===== src/rtl/wash_scheduler_if.sv =====
// +----------------------------------------------------------------------------+
// | wash_scheduler_if : kiosk request / washer control bundle                   |
// | Rev 1.0                                                                    |
// +----------------------------------------------------------------------------+
`default_nettype none

interface wash_scheduler_if #(
  parameter int NUM_REQ = 4,
  parameter int IDW     = $clog2(NUM_REQ)
);
  logic [NUM_REQ-1:0] req;
  logic [NUM_REQ-1:0] req_double;
  logic               wash_done;
  logic               coin_in;
  logic               double_wash;
  logic [NUM_REQ-1:0] pending;
  logic               busy;
  logic [IDW-1:0]     active_id;
  logic               done_valid;
  logic [IDW-1:0]     done_id;
  logic               done_fault;

  modport master (
    output req, req_double, wash_done,
    input  coin_in, double_wash, pending, busy, active_id,
    input  done_valid, done_id, done_fault
  );

  modport slave (
    input  req, req_double, wash_done,
    output coin_in, double_wash, pending, busy, active_id,
    output done_valid, done_id, done_fault
  );
endinterface

`default_nettype wire


===== src/rtl/wash_scheduler.sv =====
// +----------------------------------------------------------------------------+
// | wash_scheduler : round-robin sharing of one washer among NUM_REQ kiosks     |
// | Rev 1.0                                                                    |
// +----------------------------------------------------------------------------+
`default_nettype none

module wash_scheduler #(
  parameter int NUM_REQ           = 4,
  parameter int COIN_PULSE_CYCLES = 5,
  parameter int GAP_CYCLES        = 16,
  parameter int MAX_RUN_CYCLES    = 65535
) (
  input  wire logic          clk,
  input  wire logic          rst,
  wash_scheduler_if.slave    wb
);
  localparam int          IDW         = $clog2(NUM_REQ);
  localparam logic [31:0] c_coin_last = 32'(COIN_PULSE_CYCLES - 1);
  localparam logic [31:0] c_run_last  = 32'(MAX_RUN_CYCLES - 1);
  localparam logic [31:0] c_gap_last  = 32'(GAP_CYCLES - 1);

  typedef enum logic [1:0] {
    S_IDLE = 2'd0,
    S_COIN = 2'd1,
    S_RUN  = 2'd2,
    S_GAP  = 2'd3
  } state_t;

  state_t             r_state,       w_state;
  logic [NUM_REQ-1:0] r_pending,     w_pending;
  logic [NUM_REQ-1:0] r_dbl,         w_dbl;
  logic [IDW-1:0]     r_rr_ptr,      w_rr_ptr;
  logic [IDW-1:0]     r_active_id,   w_active_id;
  logic               r_double_wash, w_double_wash;
  logic [31:0]        r_coin_cnt,    w_coin_cnt;
  logic [31:0]        r_wait_cnt,    w_wait_cnt;
  logic [31:0]        r_gap_cnt,     w_gap_cnt;
  logic               r_done_valid,  w_done_valid;
  logic [IDW-1:0]     r_done_id,     w_done_id;
  logic               r_done_fault,  w_done_fault;
  logic               r_wash_done_q;

  logic               w_busy;
  logic               w_rise;
  logic               w_found;
  logic [IDW-1:0]     w_winner;
  logic [IDW-1:0]     w_idx;

  assign w_busy = (r_state != S_IDLE);
  assign w_rise = wb.wash_done && !r_wash_done_q;

  // Round-robin scan of the registered pending flags starting at r_rr_ptr
  always_comb begin
    w_winner = '0;
    w_found  = 1'b0;
    w_idx    = '0;
    for (int k = 0; k < NUM_REQ; k++) begin
      w_idx = IDW'((int'(r_rr_ptr) + k) % NUM_REQ);
      if (!w_found && r_pending[w_idx]) begin
        w_winner = w_idx;
        w_found  = 1'b1;
      end
    end
  end

  always_comb begin
    w_state       = r_state;
    w_pending     = r_pending;
    w_dbl         = r_dbl;
    w_rr_ptr      = r_rr_ptr;
    w_active_id   = r_active_id;
    w_double_wash = r_double_wash;
    w_coin_cnt    = r_coin_cnt;
    w_wait_cnt    = r_wait_cnt;
    w_gap_cnt     = r_gap_cnt;
    w_done_valid  = 1'b0;
    w_done_id     = r_done_id;
    w_done_fault  = 1'b0;

    // Duplicate requests (already pending, or for the kiosk being served) are dropped
    for (int i = 0; i < NUM_REQ; i++) begin
      if (wb.req[i] && !r_pending[i] && !(w_busy && (r_active_id == IDW'(i)))) begin
        w_pending[i] = 1'b1;
        w_dbl[i]     = wb.req_double[i];
      end
    end

    unique case (r_state)
      S_IDLE: begin
        if (w_found) begin
          w_active_id         = w_winner;
          w_pending[w_winner] = 1'b0;
          w_double_wash       = r_dbl[w_winner];
          w_rr_ptr            = IDW'((int'(w_winner) + 1) % NUM_REQ);
          w_coin_cnt          = '0;
          w_state             = S_COIN;
        end
      end
      S_COIN: begin
        if (r_coin_cnt == c_coin_last) begin
          w_wait_cnt = '0;
          w_state    = S_RUN;
        end else begin
          w_coin_cnt = r_coin_cnt + 32'd1;
        end
      end
      S_RUN: begin
        // A done edge beats a simultaneous watchdog expiry
        if (w_rise || (r_wait_cnt == c_run_last)) begin
          w_done_valid  = 1'b1;
          w_done_fault  = !w_rise;
          w_done_id     = r_active_id;
          w_double_wash = 1'b0;
          w_gap_cnt     = '0;
          w_state       = (GAP_CYCLES == 0) ? S_IDLE : S_GAP;
        end else begin
          w_wait_cnt = r_wait_cnt + 32'd1;
        end
      end
      S_GAP: begin
        if (r_gap_cnt == c_gap_last) begin
          w_state = S_IDLE;
        end else begin
          w_gap_cnt = r_gap_cnt + 32'd1;
        end
      end
      default: w_state = S_IDLE;
    endcase
  end

  always_ff @(posedge clk or posedge rst) begin
    if (rst) begin
      r_state       <= S_IDLE;
      r_pending     <= '0;
      r_dbl         <= '0;
      r_rr_ptr      <= '0;
      r_active_id   <= '0;
      r_double_wash <= 1'b0;
      r_coin_cnt    <= '0;
      r_wait_cnt    <= '0;
      r_gap_cnt     <= '0;
      r_done_valid  <= 1'b0;
      r_done_id     <= '0;
      r_done_fault  <= 1'b0;
      r_wash_done_q <= 1'b0;
    end else begin
      r_state       <= w_state;
      r_pending     <= w_pending;
      r_dbl         <= w_dbl;
      r_rr_ptr      <= w_rr_ptr;
      r_active_id   <= w_active_id;
      r_double_wash <= w_double_wash;
      r_coin_cnt    <= w_coin_cnt;
      r_wait_cnt    <= w_wait_cnt;
      r_gap_cnt     <= w_gap_cnt;
      r_done_valid  <= w_done_valid;
      r_done_id     <= w_done_id;
      r_done_fault  <= w_done_fault;
      r_wash_done_q <= wb.wash_done;
    end
  end

  assign wb.coin_in     = (r_state == S_COIN);
  assign wb.double_wash = r_double_wash;
  assign wb.pending     = r_pending;
  assign wb.busy        = w_busy;
  assign wb.active_id   = r_active_id;
  assign wb.done_valid  = r_done_valid;
  assign wb.done_id     = r_done_id;
  assign wb.done_fault  = r_done_fault;
endmodule

`default_nettype wire


===== src/flat_wrapper.sv =====
// flat-port wrapper written by rule: the top's interface ports become plain ports
module wash_scheduler_flat 
#(
  parameter int NUM_REQ           = 4,
  parameter int COIN_PULSE_CYCLES = 5,
  parameter int GAP_CYCLES        = 16,
  parameter int MAX_RUN_CYCLES    = 65535
)
  (clk, rst, wb_req, wb_req_double, wb_wash_done, wb_coin_in, wb_double_wash, wb_pending, wb_busy, wb_active_id, wb_done_valid, wb_done_id, wb_done_fault);
  wash_scheduler_if #(.NUM_REQ(NUM_REQ)) wb_i ();
  input  wire logic clk;
  input  wire logic rst;
  input wire logic [$bits(wb_i.req)-1:0] wb_req;
  input wire logic [$bits(wb_i.req_double)-1:0] wb_req_double;
  input wire logic [$bits(wb_i.wash_done)-1:0] wb_wash_done;
  output wire logic [$bits(wb_i.coin_in)-1:0] wb_coin_in;
  output wire logic [$bits(wb_i.double_wash)-1:0] wb_double_wash;
  output wire logic [$bits(wb_i.pending)-1:0] wb_pending;
  output wire logic [$bits(wb_i.busy)-1:0] wb_busy;
  output wire logic [$bits(wb_i.active_id)-1:0] wb_active_id;
  output wire logic [$bits(wb_i.done_valid)-1:0] wb_done_valid;
  output wire logic [$bits(wb_i.done_id)-1:0] wb_done_id;
  output wire logic [$bits(wb_i.done_fault)-1:0] wb_done_fault;
  assign wb_i.req = wb_req;
  assign wb_i.req_double = wb_req_double;
  assign wb_i.wash_done = wb_wash_done;
  assign wb_coin_in = wb_i.coin_in;
  assign wb_double_wash = wb_i.double_wash;
  assign wb_pending = wb_i.pending;
  assign wb_busy = wb_i.busy;
  assign wb_active_id = wb_i.active_id;
  assign wb_done_valid = wb_i.done_valid;
  assign wb_done_id = wb_i.done_id;
  assign wb_done_fault = wb_i.done_fault;
  wash_scheduler #(.NUM_REQ(NUM_REQ), .COIN_PULSE_CYCLES(COIN_PULSE_CYCLES), .GAP_CYCLES(GAP_CYCLES), .MAX_RUN_CYCLES(MAX_RUN_CYCLES)) u_core (.clk(clk), .rst(rst), .wb(wb_i));
endmodule

===== config.mk =====
export PLATFORM = sky130hd
export DESIGN_NAME = wash_scheduler_flat
export DESIGN_NICKNAME = d
export VERILOG_FILES = /design/src/rtl/wash_scheduler_if.sv /design/src/rtl/wash_scheduler.sv /design/src/flat_wrapper.sv
export SDC_FILE = /design/constraint.sdc
export NUM_CORES = 1
export LEC_CHECK = 0
export ABC_AREA = 0
export BUFFER_PORTS_ARGS = -buffer_cell sky130_fd_sc_hd__buf_2
export CELL_PAD_IN_SITES_DETAIL_PLACEMENT = 1
export CELL_PAD_IN_SITES_GLOBAL_PLACEMENT = 1
export CORE_UTILIZATION = 44
export DETAILED_ROUTE_END_ITERATION = 10
export GPL_TIMING_DRIVEN = 0
export PLACE_DENSITY_LB_ADDON = 0.08
export SLEW_MARGIN = 20
export SYNTH_ARGS = -nofsm -noshare
export SYNTH_HDL_FRONTEND = slang
export SYNTH_SLANG_ARGS = --single-unit

===== constraint.sdc =====
create_clock -name clk -period 3.33 [get_ports clk]
set_input_delay 0.4995 -clock clk [delete_from_list [all_inputs] [get_ports clk]]
set_output_delay 0.4995 -clock clk [all_outputs]
set_load 0.05 [all_outputs]

==> reports/summary.md <==
The worst reg2reg path startpoint is u_core.r_wait_cnt[4]. The period utilization was 0.9029. The tools report the final core area utilization as 0.5240. The type of origin of the critical path was a register. The combined area of the multi-input logic cells was 0.003153 sq mm.

The average routed wire per standard cell came out at 18.21 um. For the number of antenna violations at the first check in global routing, the log shows 0. The share of synthesized flip-flops with an asynchronous set or reset was 1.000.

The leading area contributor after synthesis is sky130_fd_sc_hd__dfrtp_1. Ranked by total cell area, the synthesized netlist is headed by sky130_fd_sc_hd__dfrtp_1, sky130_fd_sc_hd__xnor2_1, sky130_fd_sc_hd__nor2_1. The run finished with clean final reports. During synthesis, Yosys emitted a total of 0 warnings. Counting every sink on the clock net gives 116. The logs give 16610 um for the total detailed-routing wirelength and 0 for the number of hold buffers added after CTS. The tightest min-delay check is of the in -> async type.

The worst setup path is captured at a register. The logs give 4 for the number of iterations in the first detailed-routing pass and 0.007139 ns for the clock tree skew after final layout. Buffers inserted during clock tree synthesis total 17. The final-report hold violation count came out at 0. The number of setup buffers added after CTS is 0. Setup repair after global routing left no endpoint under its margin. Buffers placed on the I/O ports in this run total 23. For this run the aggregate overflow at the end of global routing stands at 0. For the worst setup path, the data arrival time is 3.31 ns.

Proportion of power drawn by flip-flops and latches: 0.346. Worst-case headroom to the max-slew limit: 0.2386. Summed over all failing endpoints, the final setup total negative slack is 0 ns. TritonCTS built the clock tree. For the worst flop-to-flop path, the logic depth is 8.

In this run the remaining antenna-violating nets after routing total 0. The tools report the combinational share of power as 0.329. For this run, the top clock speed supported by timing is 332.6 MHz.

The final-report max-slew violation count is 0, and the final weighted congestion of routability-driven global placement is 0.8128. The tools report the internal power summed over all cells as 3453 uW. The analysis attributes to cell leakage a power of 0.003039 uW.

For the placeable core region, the log shows 0.01388 sq mm. Fill cells in the final layout number 1603. For the total global-route track usage, the log shows 0.2456. The via count of the first global-routing pass is 5574. After synthesis the netlist holds a flip-flop and latch count of 116.

The worst-case IR drop observed on VDD is 0.7589 mV. The number of design rule violations left after detail routing is 0. The minimum setup slack among reg-to-reg paths was 0.32 ns; the register area was 0.002903 sq mm. The post-CTS clock slew at the launch and capture registers of the worst setup and hold paths is 0.06 ns. The signed area change from the synthesized netlist to the final layout was 16.61%. The initial core utilization was 0.4493.

The initialized floorplan defines 43 standard-cell rows. The run gives 5231 as the vias after detailed routing. The tree is rooted in a sky130_fd_sc_hd__clkbuf_16. Once the clock tree was built, the resizer swapped 0 gates to a different size. After detailed routing, the number of vias per cell comes to 5.736.

Counting flops with a built-in enable in the synthesized netlist gives 0. The largest driver fanout on the critical path is 10. The category of the most critical setup path was reg -> reg. For this run, the leading register cell type out of synthesis is sky130_fd_sc_hd__dfrtp_1. Required time of the worst setup path: 3.63 ns. The worst path meets setup with 0.3235 ns of slack. 24 I/O pins were placed. For the pin with the worst max-slew slack, the measured transition is 1.134 ns.

The tools report the net count after synthesis as 694. The mapped netlist covers 0.006237 sq mm. The tools report the maximum number of buffers from clock root to sink as 2. The switching share of total power is 0.3909, and the die outline area is 0.01466 sq mm.

Power dissipated by switching net loads: 2217 uW. The power density over the cells was 779.5 mW/mm^2. The share of cells above drive strength 1 is 0.1093.

The post-synthesis sequential area ratio came out at 0.4654. The worst hold slack is 0.008004 ns, and the global-route wire length before repair is 27970 um. The portion of synthesized cell area occupied by the leading cell type is 0.4654.

The worst register-to-register path ends at u_core.r_gap_cnt[23]. The die is 121.1 um wide. For the worst-skew pair, the clock arrives at the later sink with an insertion delay of 0.42 ns.

After the last flow step, the layout net total stands at 740. The number of antenna diodes in the final layout is 0. The portion of total power attributed to the clock network came out at 0.325. The HPWL reported at the end of detailed placement is 11400 um, and the number of H-tree levels is 4. Entering global routing, the biggest net connects 34 pins.

Synthesis produced 673 cells. After layout, the minimum clock period comes to 3.007 ns. The tool flagged a number of max-cap violations equal to 0. Measured along the y axis, the die boundary spans 121.1 um. Before CTS, the worst setup slack after placement is 0.3210 ns.

After synthesis, the netlist uses 53 different library cells. Averaged over all synthesized cells, the footprint is 9.268 sq um. After the first detailed-routing iteration, the DRC count stood at 199. Setup violations remaining at the end of the flow were counted as 0.
## metal layers
| metal | GRT usage | wire length (um) | part of all wire | up-vias |
|---|---|---|---|---|
| li1 | - | - | - | 2492 |
| met1 | 0.3089 | 7692 | 0.46 | 2654 |
| met2 | 0.4075 | 8207 | 0.49 | 61 |
| met3 | 0.05404 | 423 | 0.025 | 24 |
| met4 | 0.1003 | 283 | 0.017 | 0 |
| met5 | 0 | 0 | 0 | - |
## registers in the layout, indices dropped and copies added (netlist names), 2 cells and up
signal	flops
u_core.r_rr_ptr	2
u_core.r_wait_cnt	32
u_core.wb.pending	4
u_core.r_state	2
u_core.wb.done_id	2
u_core.wb.active_id	2
u_core.r_dbl	4
u_core.r_coin_cnt	32
u_core.r_gap_cnt	32
## power by group through the flow
stage               Sequential [uW]  Combinational [uW]  Clock, uW
CTS                            1960                1880       1880
finish                         1960                1870       1840
global placement               1960                1780          0
detailed placement             1980                1860          0
global route                   2000                2040       1940
floorplan                      2050                1200          0
## logic make-up after synthesis
logic type / Yosys count / synth area share
and+or+nand+nor: 345 / 0.2919
AOI/OAI and AO/OA: 60 / 0.05738
xor gates and xnor gates: 79 / 0.1109
muxes: 14 / 0.02427
buffers and inverters: 49 / 0.03009
adders and majority gates: 10 / 0.02006
DFF: 116 / 0.4654
## layout by cell type (no fill, tap or decap), types with 3 or more instances in the layout
master and count:
sky130_fd_sc_hd__nand4b_1 3, sky130_fd_sc_hd__a31oi_1 3, sky130_fd_sc_hd__or4_1 3, sky130_fd_sc_hd__nand2_1 41
sky130_fd_sc_hd__clkbuf_1 26, sky130_fd_sc_hd__xnor2_1 59, sky130_fd_sc_hd__buf_12 3, sky130_fd_sc_hd__clkbuf_8 5
sky130_fd_sc_hd__and4_1 8, sky130_fd_sc_hd__clkbuf_16 17, sky130_fd_sc_hd__and3_1 16, sky130_fd_sc_hd__nor2b_1 3
sky130_fd_sc_hd__nand4_1 28, sky130_fd_sc_hd__xor2_1 20, sky130_fd_sc_hd__or3_1 11, sky130_fd_sc_hd__inv_1 20
sky130_fd_sc_hd__o22ai_1 3, sky130_fd_sc_hd__nor4_1 36, sky130_fd_sc_hd__o21ai_0 17, sky130_fd_sc_hd__clkinv_2 5
sky130_fd_sc_hd__nor4b_1 8, sky130_fd_sc_hd__mux2i_1 5, sky130_fd_sc_hd__ha_1 10, sky130_fd_sc_hd__dfrtp_1 116
sky130_fd_sc_hd__buf_2 26, sky130_fd_sc_hd__nand3_1 34, sky130_fd_sc_hd__a21oi_1 23, sky130_fd_sc_hd__mux2_2 9
sky130_fd_sc_hd__nor2_1 100, sky130_fd_sc_hd__nor3_1 33, sky130_fd_sc_hd__nor3b_1 5, sky130_fd_sc_hd__clkinvlp_4 3
## stage by stage
step	total power (uW)	cells	area, sq um
after global placement	3737	876	6581
after detailed placement	3839	880	6675
after global routing	5985	912	7273
final	5670	912	7273
after floorplan	3250	673	6241
after CTS	5723	912	7273
## layout make-up
cell class	count	share of cell area
tap	180	0.03097
multi-input combinational	508	0.4335
inverter	21	0.01135
buffer	28	0.01497
sequential	116	0.3991
timing repair buffer	27	0.02787
clock buffer	23	0.06847
clock inverter	9	0.01376
## cells in the mapped netlist (2+ instances only)
| master | n |
|---|---|
| sky130_fd_sc_hd__xnor2_1 | 59 |
| sky130_fd_sc_hd__nor4_1 | 37 |
| sky130_fd_sc_hd__buf_2 | 3 |
| sky130_fd_sc_hd__nand2_1 | 41 |
| sky130_fd_sc_hd__mux2i_1 | 5 |
| sky130_fd_sc_hd__or2_2 | 2 |
| sky130_fd_sc_hd__mux2_2 | 9 |
| sky130_fd_sc_hd__nor3b_1 | 5 |
| sky130_fd_sc_hd__xor2_1 | 20 |
| sky130_fd_sc_hd__a31oi_1 | 3 |
| sky130_fd_sc_hd__and4_1 | 8 |
| sky130_fd_sc_hd__nor3_1 | 33 |
| sky130_fd_sc_hd__and3_1 | 16 |
| sky130_fd_sc_hd__nand3b_1 | 2 |
| sky130_fd_sc_hd__ha_1 | 10 |
| sky130_fd_sc_hd__or4_1 | 3 |
| sky130_fd_sc_hd__dfrtp_1 | 116 |
| sky130_fd_sc_hd__nor2_1 | 100 |
| sky130_fd_sc_hd__or3_1 | 11 |
| sky130_fd_sc_hd__nand4_1 | 28 |
| sky130_fd_sc_hd__a21oi_1 | 23 |
| sky130_fd_sc_hd__o21ai_0 | 17 |
| sky130_fd_sc_hd__clkbuf_1 | 25 |
| sky130_fd_sc_hd__nand4b_1 | 3 |
| sky130_fd_sc_hd__inv_1 | 21 |
| sky130_fd_sc_hd__nor2b_1 | 3 |
| sky130_fd_sc_hd__nor4b_1 | 8 |
| sky130_fd_sc_hd__or3_2 | 2 |
| sky130_fd_sc_hd__o22ai_1 | 3 |
| sky130_fd_sc_hd__nand3_1 | 34 |
## worst max-delay path by stage
stage | endpoint | start | cells after the start | slack (ns)
CTS | u_core.r_gap_cnt[23] | u_core.r_wait_cnt[4] | 8 | 0.31
floorplan | u_core.r_coin_cnt[28] | u_core.r_state[1] | 8 | 0.66
detailed placement | u_core.r_gap_cnt[23] | u_core.r_wait_cnt[4] | 8 | 0.32
finish | u_core.r_gap_cnt[23] | u_core.r_wait_cnt[4] | 8 | 0.32
global route | u_core.r_gap_cnt[23] | u_core.r_wait_cnt[4] | 8 | 0.15
global placement | u_core.r_coin_cnt[31] | u_core.r_state[0] | 8 | 0.32
## critical path, stage by stage (launching register included)
cell and delay [ns]:
sky130_fd_sc_hd__dfrtp_1 0.42, sky130_fd_sc_hd__nand4_1 0.25, sky130_fd_sc_hd__nor4_4 0.57, sky130_fd_sc_hd__a41o_1 0.24
sky130_fd_sc_hd__clkbuf_1 0.38, sky130_fd_sc_hd__and2_0 0.34, sky130_fd_sc_hd__buf_2 0.30, sky130_fd_sc_hd__buf_2 0.28
sky130_fd_sc_hd__nor2_1 0.09
Note: power is estimated with default switching activity, not from simulation.
